<file path="config.mk">
export PLATFORM = sky130hd
export DESIGN_NAME = fetch_unit
export DESIGN_NICKNAME = d
export VERILOG_FILES = /design/src/rtl/fetch_pkg.sv /design/src/rtl/fetch_fifo.sv /design/src/rtl/fetch_unit.sv
export SDC_FILE = /design/constraint.sdc
export NUM_CORES = 1
export LEC_CHECK = 0
export CAP_MARGIN = 10
export CORE_MARGIN = 2
export CORE_UTILIZATION = 35
export CTS_CLUSTER_DIAMETER = 200
export CTS_CLUSTER_SIZE = 24
export DETAILED_ROUTE_END_ITERATION = 7
export PLACE_DENSITY = 0.66
export SLEW_MARGIN = 20
export SYNTH_ARGS = -nofsm -noshare
export SYNTH_HDL_FRONTEND = slang
export SYNTH_SLANG_ARGS = --single-unit
</file>
<file path="constraint.sdc">
create_clock -name clk -period 22.3 [get_ports clk]
set_input_delay 4.46 -clock clk [delete_from_list [all_inputs] [get_ports clk]]
set_output_delay 4.46 -clock clk [all_outputs]
set_load 0.02 [all_outputs]
</file>
<file path="src/rtl/fetch_pkg.sv">
// Shared widths, the fetch-queue entry payload and the pad instruction for the fetch unit.
package fetch_pkg;

    localparam int unsigned XLEN = 64;
    localparam int unsigned ILEN = 32;
    localparam logic [ILEN-1:0] NOP = 32'h0000_0013;

    typedef struct packed {
        logic [ILEN-1:0] instr;
        logic [XLEN-1:0] pc;
    } fetch_entry_t;

endpackage

</file>
<file path="src/rtl/fetch_fifo.sv">
// Synchronous instruction queue with flush; push into a full queue is legal only alongside a pop.
module fetch_fifo
    import fetch_pkg::*;
#(
    parameter int unsigned DEPTH = 2
) (
    input  logic                     clk,
    input  logic                     rst,
    input  logic                     flush,
    input  logic                     push,
    input  fetch_entry_t             push_data,
    input  logic                     pop,
    output fetch_entry_t             head,
    output logic                     full,
    output logic                     empty,
    output logic [$clog2(DEPTH):0]   count
);

    localparam int unsigned AW = $clog2(DEPTH);

    fetch_entry_t   mem [DEPTH];
    logic [AW:0]    wr_ptr;
    logic [AW:0]    rd_ptr;
    logic           do_push;
    logic           do_pop;

    assign count   = wr_ptr - rd_ptr;
    assign empty   = (count == '0);
    assign full    = (count == (AW+1)'(DEPTH));
    assign head    = mem[rd_ptr[AW-1:0]];
    assign do_pop  = pop && !empty && !flush;
    assign do_push = push && !flush && (!full || do_pop);

    // Pointers carry one extra wrap bit so full and empty are distinguishable.
    always_ff @(posedge clk) begin
        if (rst || flush) begin
            wr_ptr <= '0;
            rd_ptr <= '0;
        end else begin
            if (do_push) wr_ptr <= wr_ptr + (AW+1)'(1);
            if (do_pop)  rd_ptr <= rd_ptr + (AW+1)'(1);
        end
    end

    always_ff @(posedge clk) begin
        if (do_push) mem[wr_ptr[AW-1:0]] <= push_data;
    end

endmodule

</file>
<file path="src/rtl/fetch_unit.sv">
// Instruction fetch front end: issues sequential fetches, queues in-order responses for decode,
// and discards responses belonging to requests issued before a redirect.
module fetch_unit
    import fetch_pkg::*;
#(
    parameter logic [63:0] RESET_PC   = 64'h0,
    parameter int unsigned FIFO_DEPTH = 2
) (
    input  logic        clk,
    input  logic        rst,
    output logic        imem_req,
    output logic [63:0] imem_addr,
    input  logic        imem_gnt,
    input  logic        imem_rvalid,
    input  logic [31:0] imem_rdata,
    input  logic        redirect_valid,
    input  logic [63:0] redirect_pc,
    output logic        id_valid,
    output logic [31:0] id_instr,
    output logic [63:0] id_pc,
    input  logic        id_ready
);

    localparam int unsigned CW = $clog2(FIFO_DEPTH) + 1;
    localparam int unsigned DW = 16;

    logic [XLEN-1:0] pc_q;
    logic [XLEN-1:0] pc_n;
    logic [XLEN-1:0] resp_pc;
    logic [XLEN-1:0] resp_pc_n;
    logic [CW-1:0]   outstanding;
    logic [CW-1:0]   outstanding_n;
    logic [DW-1:0]   drop_cnt;
    logic [DW-1:0]   drop_cnt_n;

    fetch_entry_t    fifo_head;
    fetch_entry_t    push_entry;
    logic            fifo_full;
    logic            fifo_empty;
    logic [CW-1:0]   fifo_count;
    logic            fifo_push;

    logic            deq;
    logic            grant;
    logic            rv_live;
    logic            rv_drop;
    logic [CW:0]     inflight;

    fetch_fifo #(.DEPTH(FIFO_DEPTH)) u_fifo (
        .clk       (clk),
        .rst       (rst),
        .flush     (redirect_valid),
        .push      (fifo_push),
        .push_data (push_entry),
        .pop       (deq),
        .head      (fifo_head),
        .full      (fifo_full),
        .empty     (fifo_empty),
        .count     (fifo_count)
    );

    always_ff @(posedge clk) begin
        if (rst) begin
            pc_q        <= RESET_PC;
            resp_pc     <= RESET_PC;
            outstanding <= '0;
            drop_cnt    <= '0;
        end else begin
            pc_q        <= pc_n;
            resp_pc     <= resp_pc_n;
            outstanding <= outstanding_n;
            drop_cnt    <= drop_cnt_n;
        end
    end

    always_comb begin
        pc_n             = pc_q;
        resp_pc_n        = resp_pc;
        outstanding_n    = outstanding;
        drop_cnt_n       = drop_cnt;
        push_entry.instr = imem_rdata;
        push_entry.pc    = resp_pc;

        id_valid = !rst && !redirect_valid && !fifo_empty;
        deq      = id_valid && id_ready;

        // Live requests plus queued entries must leave a slot, counting the one decode frees now.
        inflight = (CW+1)'(outstanding) + (CW+1)'(fifo_count);
        imem_req = !rst && !redirect_valid
                   && (inflight < (CW+1)'(FIFO_DEPTH) + (CW+1)'(deq))
                   && !(fifo_full && !deq);
        grant    = imem_req && imem_gnt;

        // Stale responses are always older than live ones, so they are consumed first.
        rv_drop   = imem_rvalid && (drop_cnt != '0);
        rv_live   = imem_rvalid && (drop_cnt == '0) && (outstanding != '0);
        fifo_push = rv_live && !redirect_valid;

        if (redirect_valid) begin
            pc_n          = redirect_pc & ~XLEN'(3);
            resp_pc_n     = redirect_pc & ~XLEN'(3);
            outstanding_n = '0;
            drop_cnt_n    = drop_cnt + DW'(outstanding) - DW'(rv_drop || rv_live);
        end else begin
            if (grant)   pc_n      = pc_q + XLEN'(4);
            if (rv_live) resp_pc_n = resp_pc + XLEN'(4);
            outstanding_n = outstanding + CW'(grant) - CW'(rv_live);
            drop_cnt_n    = drop_cnt - DW'(rv_drop);
        end
    end

    assign imem_addr = pc_q;
    assign id_pc     = fifo_head.pc;
    assign id_instr  = id_valid ? fifo_head.instr : NOP;

endmodule
</file>
Yosys cells after proc, flatten, opt, wreduce, memory -nomap -nowiden:

Memory sizes are Yosys's and may differ from the RTL's. A register that Yosys moved wholly into a read port is not among the register bits.
Cells that the tools add are included.

* register bits: 150
* RAM bits: 192
* input bits: 102
* output and inout port bits: 162
* memories kept: 1

* $add $sub $neg: 12
* magnitude comparators: 1
* eq/ne operators: 1
* mux-type cells: 10
* reductions and logical operators: 31

Memory list
* u_fifo.mem: depth 2, width 96, read ports 1, clocked after Yosys merged registers in 1, write ports 1, RTL line fetch_fifo.sv:21 `fetch_entry_t mem [DEPTH];`

Operators by type and width (number)
* 2-to-1 mux 64 bit: 4
* adder 64 x 3 -> 64 bit, second input constant: 2
* 2-to-1 mux 32 bit: 1
* subtractor 16 x 1 -> 16 bit: 2
* adder 16 x 2 -> 16 bit: 1
* logical NOT 16 bit: 1
* 2-to-1 mux 16 bit: 1
* nonzero test 16 bit: 1
* logical AND 1 bit: 15
* logical NOT 1 bit: 6
* nonzero test 2 bit: 3
* adder 2 x 1 -> 2 bit, second input constant: 2
* 2-to-1 mux 1 bit: 4
* adder 2 x 1 -> 3 bit, first input constant: 1
* adder 2 x 2 -> 3 bit: 1
* logical OR 1 bit: 3
* < comparator 3 bit: 1
* adder 2 x 1 -> 2 bit: 1
* equality test 2 bit, second input constant: 1
* logical NOT 2 bit: 1
* OR reduction 2 bit: 1
* subtractor 2 x 1 -> 2 bit: 1
* subtractor 2 bit: 1

Longest topological paths before layout:

* word-level depth: 12
* gate-level depth with buffers: 18

Modules after synthesis:

Synthesis repeated with hierarchy kept, for this count alone.

* cells, all modules: 1526
* area, all modules: 16651.0 µm²

Modules (own cells, without submodules)
* fetch_unit: times used 1, cells each 1192, area each 9412.8 µm²
* fetch_fifo: times used 1, cells each 334, area each 7238.2 µm²

Worst setup path after synthesis:

Ideal clock, no wire load.

* path kind: in2reg
* start: in imem_rvalid
* end: mem u_fifo.mem[1][10] in the netlist's numbering (enable)
* data arrival time: 14.048 ns
* required time: 21.516 ns
* slack: 7.468 ns
* stages on the path: 4
* buffers on the path: 1
* cells stage by stage: o21ai_0 > or4_1 > buf_2 > nor4_1

* word-level cells in the longest chain between the ends: 7

RTL lines
* from (decl): RTL line fetch_unit.sv:14 `input logic imem_rvalid,`
* logical AND 1 bit (2 in series): RTL line fetch_unit.sv:96 `rv_live = imem_rvalid && (drop_cnt == '0) && (outstanding != '0);`
* logical AND 1 bit: RTL line fetch_unit.sv:97 `fifo_push = rv_live && !redirect_valid;`
* logical AND 1 bit (2 in series): RTL line fetch_fifo.sv:32 `assign do_push = push && !flush && (!full || do_pop);`
* 2-to-1 mux 1 bit: RTL line fetch_fifo.sv:46 `if (do_push) mem[wr_ptr[AW-1:0]] <= push_data;`
* 2-to-1 mux 1 bit (not written as such): RTL line fetch_fifo.sv:46
* to (decl): RTL line fetch_fifo.sv:21

No other way between the ends.

Worst setup path in the final report:

* start: in id_ready
* end: out imem_req

* word-level cells in the longest chain between the ends: 5
* elaborated cells on any way between the ends: 8
* classes of those cells: 1 x add/sub; 1 x order compare; 6 x reduce/logical

RTL lines
* from (decl): RTL line fetch_unit.sv:21 `input logic id_ready`
* logical AND 1 bit (*): RTL line fetch_unit.sv:85 `deq = id_valid && id_ready;`
* adder 2 x 1 -> 3 bit / logical NOT 1 bit (equally long branches): RTL line fetch_unit.sv:90, fetch_unit.sv:91
* < comparator 3 bit / logical AND 1 bit (equally long branches): RTL line fetch_unit.sv:90, fetch_unit.sv:91
* logical AND 1 bit / logical NOT 1 bit (equally long branches): RTL line fetch_unit.sv:90, fetch_unit.sv:91
* logical AND 1 bit (*): RTL line fetch_unit.sv:91 `&& !(fifo_full && !deq);`
* to (decl): RTL line fetch_unit.sv:11 `output logic imem_req,`

Every way passes the cells marked *; elsewhere a longest branch is shown, timed or not.

==> metrics.txt <==
status=complete, no violations; power density over the cells=71.2 nW/um2; DRC errors left=0; actual slew at the worst max-slew pin=1100 ps; largest family of logic cells by synthesized area=simple AND/OR/NAND/NOR gates; post-synthesis compound-gate area fraction=10.3%; DP HPWL=32.8 mm; TritonCTS buffer count=17; Pwr Total=0.00139 W; Syn Inst Count=1468; CTS root buffer=clkbuf_16; routed via count=12157; WHS=506 ps; Worst Path Required=17840 ps; clk_skew=24.7 ps; Die ar.=47000 um2; Routed WL=45.7 mm; CTS H-tree depth=1; Reg clk slew, reported paths=100 ps; IO Count=264; Simple-Gate Fraction of Synth Area=15.3%; critical path endpoint category=primary output; Reg power frac=51.2%; first-pass GRT wire length=68.5 mm; Synth-to-Final Area Change=23.1%; synthesized area=15800 um2; initial antenna violation count=1; DRT Pass-1 Iters=5; Tmin final=11010 ps; Max-Slew Margin vs Limit=26.8%; first-iteration detailed-routing DRC count=1147; Final setup viols=0; layout net count=1839; Layout Cells excl Fill=2295; clock power share=24.5%; critical path fanouts, max=5; flops & latches, synth=335; Leakage=6.53 nW; Post-synth ARST share=0%; Gate power share=24.3%; Post-Synth XOR/XNOR Area=5.67%; Post-synth EDFFs=188; core footprint=44400 um2; WL per Instance=19.9 um; Die X-Extent=217 um; ANT nets after route=0; maxcap violations=0; Final Wtd Congestion=0.835; Hold Path Class=register to register; fin area=19500 um2; worst setup path class=input pin to primary output; P_sw=0.000412 W; Avg Inst Size Synth=10.8 um2; Clock Path Buffers=3; Sink Count=335; Max Fclk=90.8 MHz; CTS tree=done; Slew Limit Fails=0; Post-CTS Setup Repair Bufs=0; Int Pwr=0.000976 W; switching fraction of total power=29.7%; Setup TNS Final=0 ps; CTS resizes=0; adder-cell share of the synthesized area=3.73%; Die Ht=217 um; pin count of the biggest net entering global routing=77; arrival time at the worst endpoint=6550 ps; port buffer count=257; cts hold-fix bufs=0; vias in the first global route=11392; initial core utilization=35.7%; Placed Cells=2264; final hold violation count=0; Peak VDD IR=37.7 uV; Yosys cell types=71; Yosys warning count=0; RSZ-0062 raised after global routing=false; Seq/Total Area, Yosys=54.2%; Main synth FF type=edfxtp_1; Vias per Instance=5.30; CP Launch Type=input pin; layout cells sized above 1=7.29%; placed inst area=19000 um2; gr ovfl total=0; Period Utilization, post-route=49.4%; Rows=77; total global-route track usage=18.7%; Clock Latency Late Sink=530 ps; mux cell area share after synthesis=7.52%
==> layer usage <==
metal / GRT usage [%] / routed length [um]
met5: 0 / 0
met4: 5.37 / 1090
met3: 3.09 / 2930
met2: 31.2 / 21500
met1: 25.1 / 20200
==> cells in the final DEF (no fill, tap or decap), types with 44 or more instances in the layout <==
cell             netlist  final
ha_1                  44     44
mux2i_1               47     47
a21oi_1               72     72
nand2_1              110    110
nor2_1               142    139
edfxtp_1             188    188
inv_1                 54     55
xnor2_1               72     72
nand3_1               57     57
o21ai_0               47     47
mux2_2                64     64
clkdlybuf4s50_1        0    255
dfxtp_1              147    146
==> path summary, 6_finish.rpt <==
| check | end | cells after the start | from | slack [ps] |
|---|---|---|---|---|
| max | imem_req | 5 | id_ready | 11290 |
| min | u_fifo.mem[0][63]$_DFFE_PP_ | 0 | resp_pc[63]$_SDFFE_PP0P_ | 510 |
| max reg2reg | imem_addr[44]$_SDFFE_PP0P_ | 13 | u_fifo.wr_ptr[0]$_SDFFE_PP0P_ | 18080 |
| min reg2reg | u_fifo.mem[0][63]$_DFFE_PP_ | 0 | resp_pc[63]$_SDFFE_PP0P_ | 510 |
==> flip-flops by register name, indices dropped and copies added (netlist names), named ones only <==
name / flops
drop_cnt: 16
imem_addr: 62
outstanding: 2
resp_pc: 62
u_fifo.mem: 188
u_fifo.rd_ptr: 2
u_fifo.wr_ptr: 2
==> layout make-up <==
type                            instances  area (um2)
Fill cell                            4095       24900
Sequential cell                       335        8590
Multi-Input combinational cell       1005        6770
Timing Repair Buffer                  275        2700
Tap cell                              592         741
Clock buffer                           28         467
Inverter                               57         215
Clock inverter                          2        12.5
Antenna cell                            1        2.50
==> stage by stage <==
step | utilization [%] | setup WS (ps)
3_3_place_gp | 42.8 | 11330
5_1_grt | 43.9 | 11190
4_1_cts | 43.9 | 11300
6_report | 43.9 | 11290
3_5_place_dp | 42.8 | 11320
2_1_floorplan | - | 7470
==> synthesized netlist by cell type, types with 15 or more instances <==
| master | n | area, um2 |
|---|---|---|
| edfxtp_1 | 188 | 5650 |
| dfxtp_1 | 147 | 2940 |
| nor2_1 | 142 | 533 |
| nand2_1 | 110 | 413 |
| a21oi_1 | 72 | 360 |
| xnor2_1 | 72 | 631 |
| mux2_2 | 64 | 721 |
| nand3_1 | 57 | 285 |
| inv_1 | 54 | 203 |
| clkbuf_1 | 53 | 199 |
| mux2i_1 | 47 | 470 |
| o21ai_0 | 47 | 235 |
| ha_1 | 44 | 551 |
| nand4_1 | 36 | 225 |
| nor3_1 | 31 | 155 |
| xor2_1 | 28 | 245 |
| a211oi_1 | 27 | 203 |
| and3_1 | 27 | 169 |
| a31oi_1 | 22 | 138 |
| o211ai_1 | 16 | 120 |
| and4_1 | 15 | 131 |
==> worst max-delay path: stages <==
cell	delay, ps
clkdlybuf4s50_1	560
or3b_2	460
o311a_1	170
nor3_1	200
clkdlybuf4s50_1	700
==> cells by family after synthesis <==
kind of cell	Yosys count
AND/OR/NAND/NOR	488
flip-flops	335
AO/OA/AOI/OAI	255
buffers and inverters	131
multiplexers	111
XOR/XNOR	101
adder cells (fa/ha/maj)	46
other	1
==> power by group through the flow <==
stage	registers, W	clock network [W]	logic [W]
finish	0.000710	0.000340	0.000337
global route	0.000714	0.000371	0.000374
CTS	0.000709	0.000352	0.000337
detailed placement	0.000723	0	0.000335
global placement	0.000721	0	0.000328
floorplan	0.000724	0	0.000231
Power figures use the tool's default switching activity.
